--- config.mk ---
export PLATFORM = sky130hd
export DESIGN_NAME = movegen_sequencer
export DESIGN_NICKNAME = d
export VERILOG_FILES = /design/src/rtl/movegen_pkg.sv /design/src/rtl/lsb_index_enc.sv /design/src/rtl/movegen_sequencer.sv
export SDC_FILE = /design/constraint.sdc
export NUM_CORES = 1
export LEC_CHECK = 0
export ABC_AREA = 1
export BUFFER_PORTS_ARGS = -buffer_cell sky130_fd_sc_hd__clkbuf_2
export CAP_MARGIN = 5
export CORE_MARGIN = 5
export CORE_UTILIZATION = 52
export DETAILED_ROUTE_END_ITERATION = 10
export PLACE_DENSITY = 0.82
export SLEW_MARGIN = 20
export SYNTH_ARGS = -nofsm -noshare
export SYNTH_HDL_FRONTEND = slang
export SYNTH_SLANG_ARGS = --single-unit
--- constraint.sdc ---
create_clock -name clk -period 7 [get_ports clk]
set_input_delay 1.4 -clock clk [delete_from_list [all_inputs] [get_ports clk]]
set_output_delay 1.4 -clock clk [all_outputs]
set_load 0.02 [all_outputs]
--- src/rtl/movegen_pkg.sv ---
// Shared types and constants for the move-generation sequencer.
package movegen_pkg;

  localparam int unsigned NUM_SQ     = 64;
  localparam int unsigned SQ_W       = 6;
  localparam int unsigned CNT_W      = 2;
  localparam int unsigned MOVE_CNT_W = 7;

  typedef logic [SQ_W-1:0]   sq_idx_t;
  typedef logic [NUM_SQ-1:0] sq_mask_t;

  typedef struct packed {
    sq_idx_t from;
    sq_idx_t to;
  } move_t;

  typedef enum logic [2:0] {
    ST_IDLE,
    ST_ATTACK,
    ST_SCAN,
    ST_SETTLE,
    ST_EMIT,
    ST_DONE
  } seq_state_t;

  // Square index from 1-based rank/file: a1=0, h8=63.
  function automatic sq_idx_t sq_index(input logic [3:0] rank, input logic [3:0] file);
    return {3'(rank - 4'd1), 3'(file - 4'd1)};
  endfunction

endpackage

--- src/rtl/lsb_index_enc.sv ---
// Lowest-set-bit encoder over a 64-bit square mask.
module lsb_index_enc
  import movegen_pkg::*;
(
  input  sq_mask_t mask_i,
  output sq_idx_t  index_c_o,
  output logic     any_c_o
);

  // Scan from the top so the lowest set bit is the last one written.
  always_comb begin
    index_c_o = '0;
    for (int i = NUM_SQ - 1; i >= 0; i--) begin
      if (mask_i[i]) index_c_o = SQ_W'(i);
    end
  end

  assign any_c_o = |mask_i;

endmodule

--- src/rtl/movegen_sequencer.sv ---
// Walks side-to-move origins through the square array and serialises (from, to) moves.
// Optional saturating move counter output when MOVEGEN_MOVE_COUNT_EN is defined.
module movegen_sequencer
  import movegen_pkg::*;
#(
  parameter int unsigned SETTLE = 1
) (
  input  logic                  clk,
  input  logic                  rst,
  input  logic                  i_start,
  input  logic                  i_abort,
  input  logic [NUM_SQ-1:0]     i_play_mask,
  output logic                  o_load_attackers,
  output logic [NUM_SQ-1:0]     o_emit_move,
  input  logic [NUM_SQ-1:0]     i_target,
  output logic                  o_move_valid,
  input  logic                  i_move_ready,
  output logic [SQ_W-1:0]       o_move_from,
  output logic [SQ_W-1:0]       o_move_to,
  output logic                  o_busy,
  output logic                  o_done
`ifdef MOVEGEN_MOVE_COUNT_EN
  ,
  output logic [MOVE_CNT_W-1:0] o_move_count
`endif
);

  localparam sq_mask_t SQ_ONE = sq_mask_t'(1);

  seq_state_t             state_q, state_d;
  sq_mask_t               remaining_q, remaining_d;
  sq_mask_t               tgt_q, tgt_d;
  sq_idx_t                origin_q, origin_d;
  logic [CNT_W-1:0]       cnt_q, cnt_d;

  sq_idx_t                rem_idx_c;
  logic                   rem_any_c;
  sq_idx_t                tgt_idx_c;
  logic                   tgt_any_c;
  logic                   hs_c;
  sq_mask_t               tgt_clr_c;
  sq_mask_t               emit_c;

  lsb_index_enc u_rem_enc (
    .mask_i    (remaining_q),
    .index_c_o (rem_idx_c),
    .any_c_o   (rem_any_c)
  );

  // Encoding the next target set lets the registered move output track each handshake.
  lsb_index_enc u_tgt_enc (
    .mask_i    (tgt_d),
    .index_c_o (tgt_idx_c),
    .any_c_o   (tgt_any_c)
  );

  assign hs_c      = o_move_valid & i_move_ready;
  assign tgt_clr_c = tgt_q & ~(SQ_ONE << o_move_to);

  always_comb begin
    state_d     = state_q;
    remaining_d = remaining_q;
    tgt_d       = tgt_q;
    origin_d    = origin_q;
    cnt_d       = cnt_q;
    if (i_abort) begin
      state_d = ST_IDLE;
    end else begin
      unique case (state_q)
        ST_IDLE: begin
          if (i_start) begin
            remaining_d = i_play_mask;
            state_d     = ST_ATTACK;
          end
        end
        ST_ATTACK: state_d = ST_SCAN;
        ST_SCAN: begin
          if (!rem_any_c) begin
            state_d = ST_DONE;
          end else begin
            origin_d    = rem_idx_c;
            remaining_d = remaining_q & ~(SQ_ONE << rem_idx_c);
            cnt_d       = CNT_W'(SETTLE - 1);
            state_d     = ST_SETTLE;
          end
        end
        ST_SETTLE: begin
          if (cnt_q == '0) begin
            tgt_d   = i_target;
            state_d = ST_EMIT;
          end else begin
            cnt_d = cnt_q - CNT_W'(1);
          end
        end
        ST_EMIT: begin
          if (tgt_q == '0) begin
            state_d = ST_SCAN;
          end else if (hs_c) begin
            tgt_d = tgt_clr_c;
            if (tgt_clr_c == '0) state_d = ST_SCAN;
          end
        end
        ST_DONE: state_d = ST_IDLE;
        default: state_d = ST_IDLE;
      endcase
    end
  end

  always_comb begin
    emit_c = '0;
    if (state_d == ST_SETTLE) emit_c = SQ_ONE << origin_d;
  end

  // Outputs are decoded from the next state so they align with the state register.
  always_ff @(posedge clk or posedge rst) begin
    if (rst) begin
      state_q          <= ST_IDLE;
      remaining_q      <= '0;
      tgt_q            <= '0;
      origin_q         <= '0;
      cnt_q            <= '0;
      o_load_attackers <= 1'b0;
      o_emit_move      <= '0;
      o_move_valid     <= 1'b0;
      o_move_from      <= '0;
      o_move_to        <= '0;
      o_busy           <= 1'b0;
      o_done           <= 1'b0;
    end else begin
      state_q          <= state_d;
      remaining_q      <= remaining_d;
      tgt_q            <= tgt_d;
      origin_q         <= origin_d;
      cnt_q            <= cnt_d;
      o_load_attackers <= (state_d == ST_ATTACK);
      o_emit_move      <= emit_c;
      o_move_valid     <= (state_d == ST_EMIT) && tgt_any_c;
      o_move_from      <= origin_d;
      o_move_to        <= tgt_idx_c;
      o_busy           <= (state_d != ST_IDLE);
      o_done           <= (state_d == ST_DONE);
    end
  end

`ifdef MOVEGEN_MOVE_COUNT_EN
  logic                  start_acc_c;
  logic [MOVE_CNT_W-1:0] move_count_q;

  assign start_acc_c = (state_q == ST_IDLE) && i_start && !i_abort;

  always_ff @(posedge clk or posedge rst) begin
    if (rst) begin
      move_count_q <= '0;
    end else if (start_acc_c) begin
      move_count_q <= '0;
    end else if (hs_c && (move_count_q != '1)) begin
      move_count_q <= move_count_q + MOVE_CNT_W'(1);
    end
  end

  assign o_move_count = move_count_q;
`endif

endmodule

## Yosys cells after proc, flatten, opt, wreduce, memory -nomap -nowiden

Index checks and enable logic that the tools add are counted.

- Register bits after elaboration: 213
- Input port bits: 133
- Output and inout port bits: 80
- Word-level logic and storage cells: 195

- Add/sub/neg operators: 1
- Eq/ne operators: 11
- Shift-type cells: 3
- Muxes and demuxes: 151
- Bitwise logic cells: 6
- Reduce and logical (&&, ||, !) cells: 12

Operators with widths:

| kind | count |
|---|---|
| $mux W6 | 131 |
| $mux W64 | 7 |
| $pmux W64 S2 | 2 |
| $shl A1 B6 Y64 const A | 3 |
| $and A64 B64 Y64 | 2 |
| $logic_not A64 Y1 | 2 |
| $not A64 Y64 | 2 |
| $reduce_or A64 Y1 | 2 |
| $mux W3 | 7 |
| $pmux W3 S5 | 1 |
| $eq A3 B2 Y1 const B | 3 |
| $eq A3 B3 Y1 const B | 3 |
| $reduce_and A4 Y1 | 2 |
| $eq A3 B1 Y1 const B | 2 |
| $ne A2 B2 Y1 const B | 3 |
| $mux W2 | 2 |
| $pmux W2 S2 | 1 |
| $reduce_bool A2 Y1 | 2 |
| $logic_not A3 Y1 | 1 |
| $reduce_bool A3 Y1 | 1 |
| $logic_not A2 Y1 | 1 |
| $sub A2 B1 Y2 const B | 1 |
| $and A1 B1 Y1 | 1 |
| $logic_and A1 B1 Y1 | 1 |
| $not A1 Y1 | 1 |

## Logic depth before layout (Yosys ltp)

- Word-level depth: 71
- Mapped depth: 72
- Depth with buffers taken out: 71

## Cells and area by module

A second synthesis with hierarchy kept.

- Cell total of the unflattened synthesis: 1876
- Area total of the unflattened synthesis: 13125.1 um2

Modules (own cells, without submodules):

| module | times used | cells each | area each (um2) | seq. area each (um2) |
|---|---|---|---|---|
| movegen_sequencer | 1 | 1406 | 11075.6 | 5330.1 |
| lsb_index_enc | 2 | 235 | 1024.7 | 0.0 |

## Worst setup path before layout

No wires, ideal clock.

- Path kind: input to register
- Start point: input i_move_ready
- End point: register o_move_to[0]
- Arrival: 4961 ps
- Required time: 6871 ps
- Setup slack: 1910 ps
- Stages: 69
- Buffers on the path: 0
- Cells stage by stage: nand2_2 -> inv_1 -> or2_2 -> nand3_1 -> nand2_1 -> nand2_1 -> nand2_2 -> nand3_2 -> nand2_1 -> nand2_1 -> nand2_1 -> nand2_1 -> nand2_1 -> nand2_1 -> nand2_1 -> nand2_1 -> nand2_1 -> nand2_1 -> [33 not listed] -> nand2_1 -> nand2_1 -> nand2_1 -> nand2_1 -> nand2_1 -> nand2_1 -> nand2_1 -> nand2_1 -> nand2_1 -> nand2_1 -> nand2_1 -> nand2_1 -> nand2_1 -> nand2_1 -> nand2_1 -> nand2_1 -> nand2_1 -> a21oi_2

- Cells in the longest elaborated chain, start to end: 69

RTL lines:

| what | RTL line | source |
|---|---|---|
| start, declared | movegen_sequencer.sv:17 | `input logic i_move_ready,` |
| $and A1 B1 Y1 | movegen_sequencer.sv:57 | `assign hs_c = o_move_valid & i_move_ready;` |
| $mux W64 | movegen_sequencer.sv:98 | `end else if (hs_c) begin` |
| $mux W64 | movegen_sequencer.sv:96 | `if (tgt_q == '0) begin` |
| $pmux W64 S2 | movegen_sequencer.sv:69 | `unique case (state_q)` |
| $mux W64 | movegen_sequencer.sv:66 | `if (i_abort) begin` |
| named net tgt_d[63] | movegen_sequencer.sv:32 | `sq_mask_t tgt_q, tgt_d;` |
| $mux W6 (64 in series) | lsb_index_enc.sv:14 | `if (mask_i[i]) index_c_o = SQ_W'(i);` |
| named net tgt_idx_c[0] | movegen_sequencer.sv:38 | `sq_idx_t tgt_idx_c;` |
| end signal, assigned | movegen_sequencer.sv:139 | `o_move_to <= tgt_idx_c;` |
| end, declared | movegen_sequencer.sv:19 | `output logic [SQ_W-1:0] o_move_to,` |

The timed path passes the listed nets, and every way through them passes these cells.
A chain may end at the register's enable or synchronous reset.

## Worst setup path in the final report

- Start point: input i_abort
- End point: register o_move_to[0]

- Cells in the longest elaborated chain, start to end: 65

RTL lines:

| what | RTL line | source |
|---|---|---|
| start, declared | movegen_sequencer.sv:11 | `input logic i_abort,` |
| $mux W64 | movegen_sequencer.sv:66 |  |
| named net tgt_d[63] | movegen_sequencer.sv:32 |  |
| $mux W6 (64 in series) | lsb_index_enc.sv:14 |  |
| named net tgt_idx_c[0] | movegen_sequencer.sv:38 |  |

The timed path passes the listed nets, and every way through them passes these cells.

==> impl_metrics.csv <==
group,metric,value,unit
status,run_status,"finished, final reports clean",
layout,drive_above_1_share,0.1601,
floorplan,core,0.02425,sq mm
detailed_routing,vias,13456,
sta,finalSetupTns,0,ns
worst_setup_path,reg2reg_depth,67,
synth,syn_nets,1882,
placed_design,place_ws,0.7701,ns
detailed_routing,route.detailed.drc,0,
synth,synthXorXnorAreaFrac,0,
placed_design,place.gp.congestion,1.005,
power,internal_power,2894,uW
synth,synth_top_family_by_area,"simple AND/OR/NAND/NOR gates",
synth,synth_compound_area_frac,0.2286,
detailed_routing,wl_met3,4838,um
power,ir_drop,0.2204,mV
sta,rsz0062_at_grt,"no",
worst_setup_path,critPathArrivalTime,6.27,ns
synth,netlist_area,0.01276,sq mm
sta,slew_headroom,0.3399,
sta,skew,0.009626,ns
clock_tree,clock-sinks,213,
clock_tree,cts_setup_buffers,0,
clock_tree,insertion_delay,0.54,ns
floorplan,initial_core_util,0.5261,
global_routing,grt_pass1_wl,67650,um
sta,period_needed,5.811,ns
sta,worst_pin_slew,0.9811,ns
power,sequentialPowerShare,0.380,
global_routing,overflow,0,
detailed_routing,wl,42940,um
synth,synth-seq-cells,213,
sta,final.setup.worst_slack,1.189,ns
synth,synth_async_sr_flop_share,1.000,
synth,synth_top_area_frac,0.4179,
worst_setup_path,cp-end-kind,"flop",
detailed_routing,dr.pass1.iters,6,
synth,synth_fa_ha_area_frac,0.0009809,
power,switchingPower,2004,uW
synth,synth_area_leaders,"dfrtp_1 (42%), nand2_1 (11%), a22oi_1 (7.7%)",
synth,synthCells,1748,
sta,post-route-period-util,0.8301,
global_routing,grt_pass1_vias,12673,
layout,layout_commonest_cell,"nand2_1",
sta,slew_violations,0,
worst_setup_path,critical_path.max_stage_delay,0.67,ns
power,pwr_density_cell,330.1,mW/mm^2
global_routing,antenna_found_initial,0,
clock_tree,clockBufferDepth,3,
worst_setup_path,cp-start-kind,"input port",
clock_tree,cts_buffers,25,
worst_setup_path,crit_type,"input port to flop",
synth,synth_flop_cell,"dfrtp_1",
worst_hold_path,hold_class,"flop to flop",
clock_tree,hold_buffers,0,
floorplan,die_h,166.6,um
layout,area_growth,16.34,%
worst_setup_path,cp.required,7.46,ns
clock_tree,clkSlewWorstSetupHoldPaths,0.06,ns
synth,avgSynthCellArea,7.297,sq um
floorplan,boundaryPins,213,
synth,synthMuxAreaShare,0,
layout,antenna-diode-count,0,
sta,setup_viol,0,
placed_design,io_buffer_count,212,
global_routing,grt_max_degree,177,
layout,n_fill_cell,2230,
synth,synth_edf_count,0,
synth,ys_warn_count,0,
worst_setup_path,critPathMaxFanout,47,
detailed_routing,wl_met2,19230,um
synth,ys_seq_area_frac,0.4179,
detailed_routing,wl_per_cell,19.05,um
power,leakagePower,0.007055,uW
placed_design,dp_hpwl,31670,um
detailed_routing,via_per_inst,5.970,
global_routing,grt_use_total,0.2960,
sta,fin_hold_ws,0.5537,ns
power,sw_frac_of_total,0.4091,
power,pwr-share-clk,0.263,
detailed_routing,wl_met1,17430,um
power,p_comb_frac,0.357,
detailed_routing,ant_nets,0,
sta,max_freq,0.1721,GHz
clock_tree,cts_resized,0,
detailed_routing,drt_iter0_markers,1900,
synth,ys_types,51,
clock_tree,cts.htree.levels,1,
clock_tree,root_buffer,"clkbuf_16",
worst_hold_path,hold_depth,2,
layout,final_cell_mix,"nand2_1 (371), dfrtp_1 (213), nor2_1 (212), clkbuf_2 (212), inv_1 (203)",
floorplan,fp.dieW,166.6,um
floorplan,core.rowCount,57,
synth,yosysTopAreaCell,"dfrtp_1",
synth,synth-simple-area-share,0.2603,
layout,finalNetCount,2047,
detailed_routing,highest_layer,"met4",
clock_tree,cts_tree,"done",
floorplan,die_area,0.02776,sq mm
flow_run,drv_cap,0,
worst_setup_path,cp_slowest_cell,"inv_2",
sta,hold_viol,0,
worst_setup_path,crit_top_cell,"nand2_1",
==> worst max-delay path: cells and delay by family <==
| kind | cells | cell delay, ns |
|---|---|---|
| AND/OR/NAND/NOR | 64 | 3.80 |
| buffers and inverters | 2 | 0.93 |
| AO/OA/AOI/OAI | 1 | 0.12 |
==> power groups by stage <==
stage / Combinational (uW) / Clock [uW] / Sequential [uW]
global placement: 1690 / 0 / 1850
floorplan: 1280 / 0 / 1780
finish: 1750 / 1290 / 1860
detailed placement: 1710 / 0 / 1860
global route: 1960 / 1380 / 1890
CTS: 1720 / 1320 / 1840
==> worst paths after layout <==
path / start / to / slack, ns
worst max-delay path: i_abort / o_move_to[0] / 1.19
worst min-delay path: cnt_q[1] / cnt_q[1] / 0.55
worst max register to register: o_move_to[3] / o_move_to[0] / 1.40
worst min register to register: cnt_q[1] / cnt_q[1] / 0.55
max in group asynchronous: rst / tgt_q[25] / 4.59
min in group asynchronous: rst / remaining_q[52] / 1.03
==> layout make-up <==
| type | count | area (sq um) | area share |
|---|---|---|---|
| inverter | 210 | 795.8 | 0.05362 |
| timing repair buffer | 232 | 1224 | 0.08245 |
| multi-input combinational | 1231 | 6265 | 0.4221 |
| sequential | 213 | 5330 | 0.3592 |
| clock buffer | 37 | 740.7 | 0.04991 |
| clock inverter | 7 | 80.08 | 0.005396 |
| tap | 324 | 405.4 | 0.02732 |
==> registers in the layout, summed over array words and instances, names as in the netlist, 2 cells and up <==
register	cells
o_emit_move	64
o_move_to	6
cnt_q	2
state_q	3
remaining_q	64
origin_q	6
tgt_q	64
==> cells in the mapped netlist (2+ instances only) <==
cell / instances
nor2_4: 5
o211ai_1: 80
buf_2: 16
o311ai_0: 5
buf_1: 11
a22oi_1: 131
nor4_1: 29
o31ai_1: 2
a21oi_1: 117
nor3_1: 27
o21a_1: 6
a31oi_1: 4
o22ai_1: 8
nand2_2: 6
nand2_1: 372
nand3_2: 2
o221ai_1: 2
nor2_1: 213
a211oi_1: 2
a221oi_1: 3
o21ai_1: 4
nand4_1: 28
o21ai_0: 77
or2_2: 5
nor2_2: 5
o21bai_1: 3
dfrtp_1: 213
clkbuf_1: 64
o2111ai_1: 2
inv_2: 4
nand3_1: 79
inv_1: 204
==> metrics by stage <==
| stage | instance area (sq um) | utilization | power [uW] | instances |
|---|---|---|---|---|
| final | 14840 | 0.6120 | 4898 | 2254 |
| after CTS | 14840 | 0.6120 | 4882 | 2254 |
| after global placement | 14020 | 0.5781 | 3533 | 2210 |
| after global routing | 14840 | 0.6120 | 5235 | 2254 |
| after detailed placement | 14020 | 0.5781 | 3575 | 2210 |
| after floorplan | 12760 | - | 3058 | 1748 |
==> logic make-up after synthesis <==
kind of cell | count (synthesis)
flip-flops | 213
AND/OR/NAND/NOR | 777
adder cells (fa/ha/maj) | 1
buffers and inverters | 304
AO/OA/AOI/OAI | 453
==> layer usage <==
| metal | vias up | GRT usage |
|---|---|---|
| li1 | 6292 | - |
| met1 | 6304 | 0.4148 |
| met2 | 761 | 0.4587 |
| met3 | 99 | 0.07466 |
| met4 | 0 | 0.08573 |
| met5 | - | 0 |
Note: power is estimated with default switching activity, not from simulation.
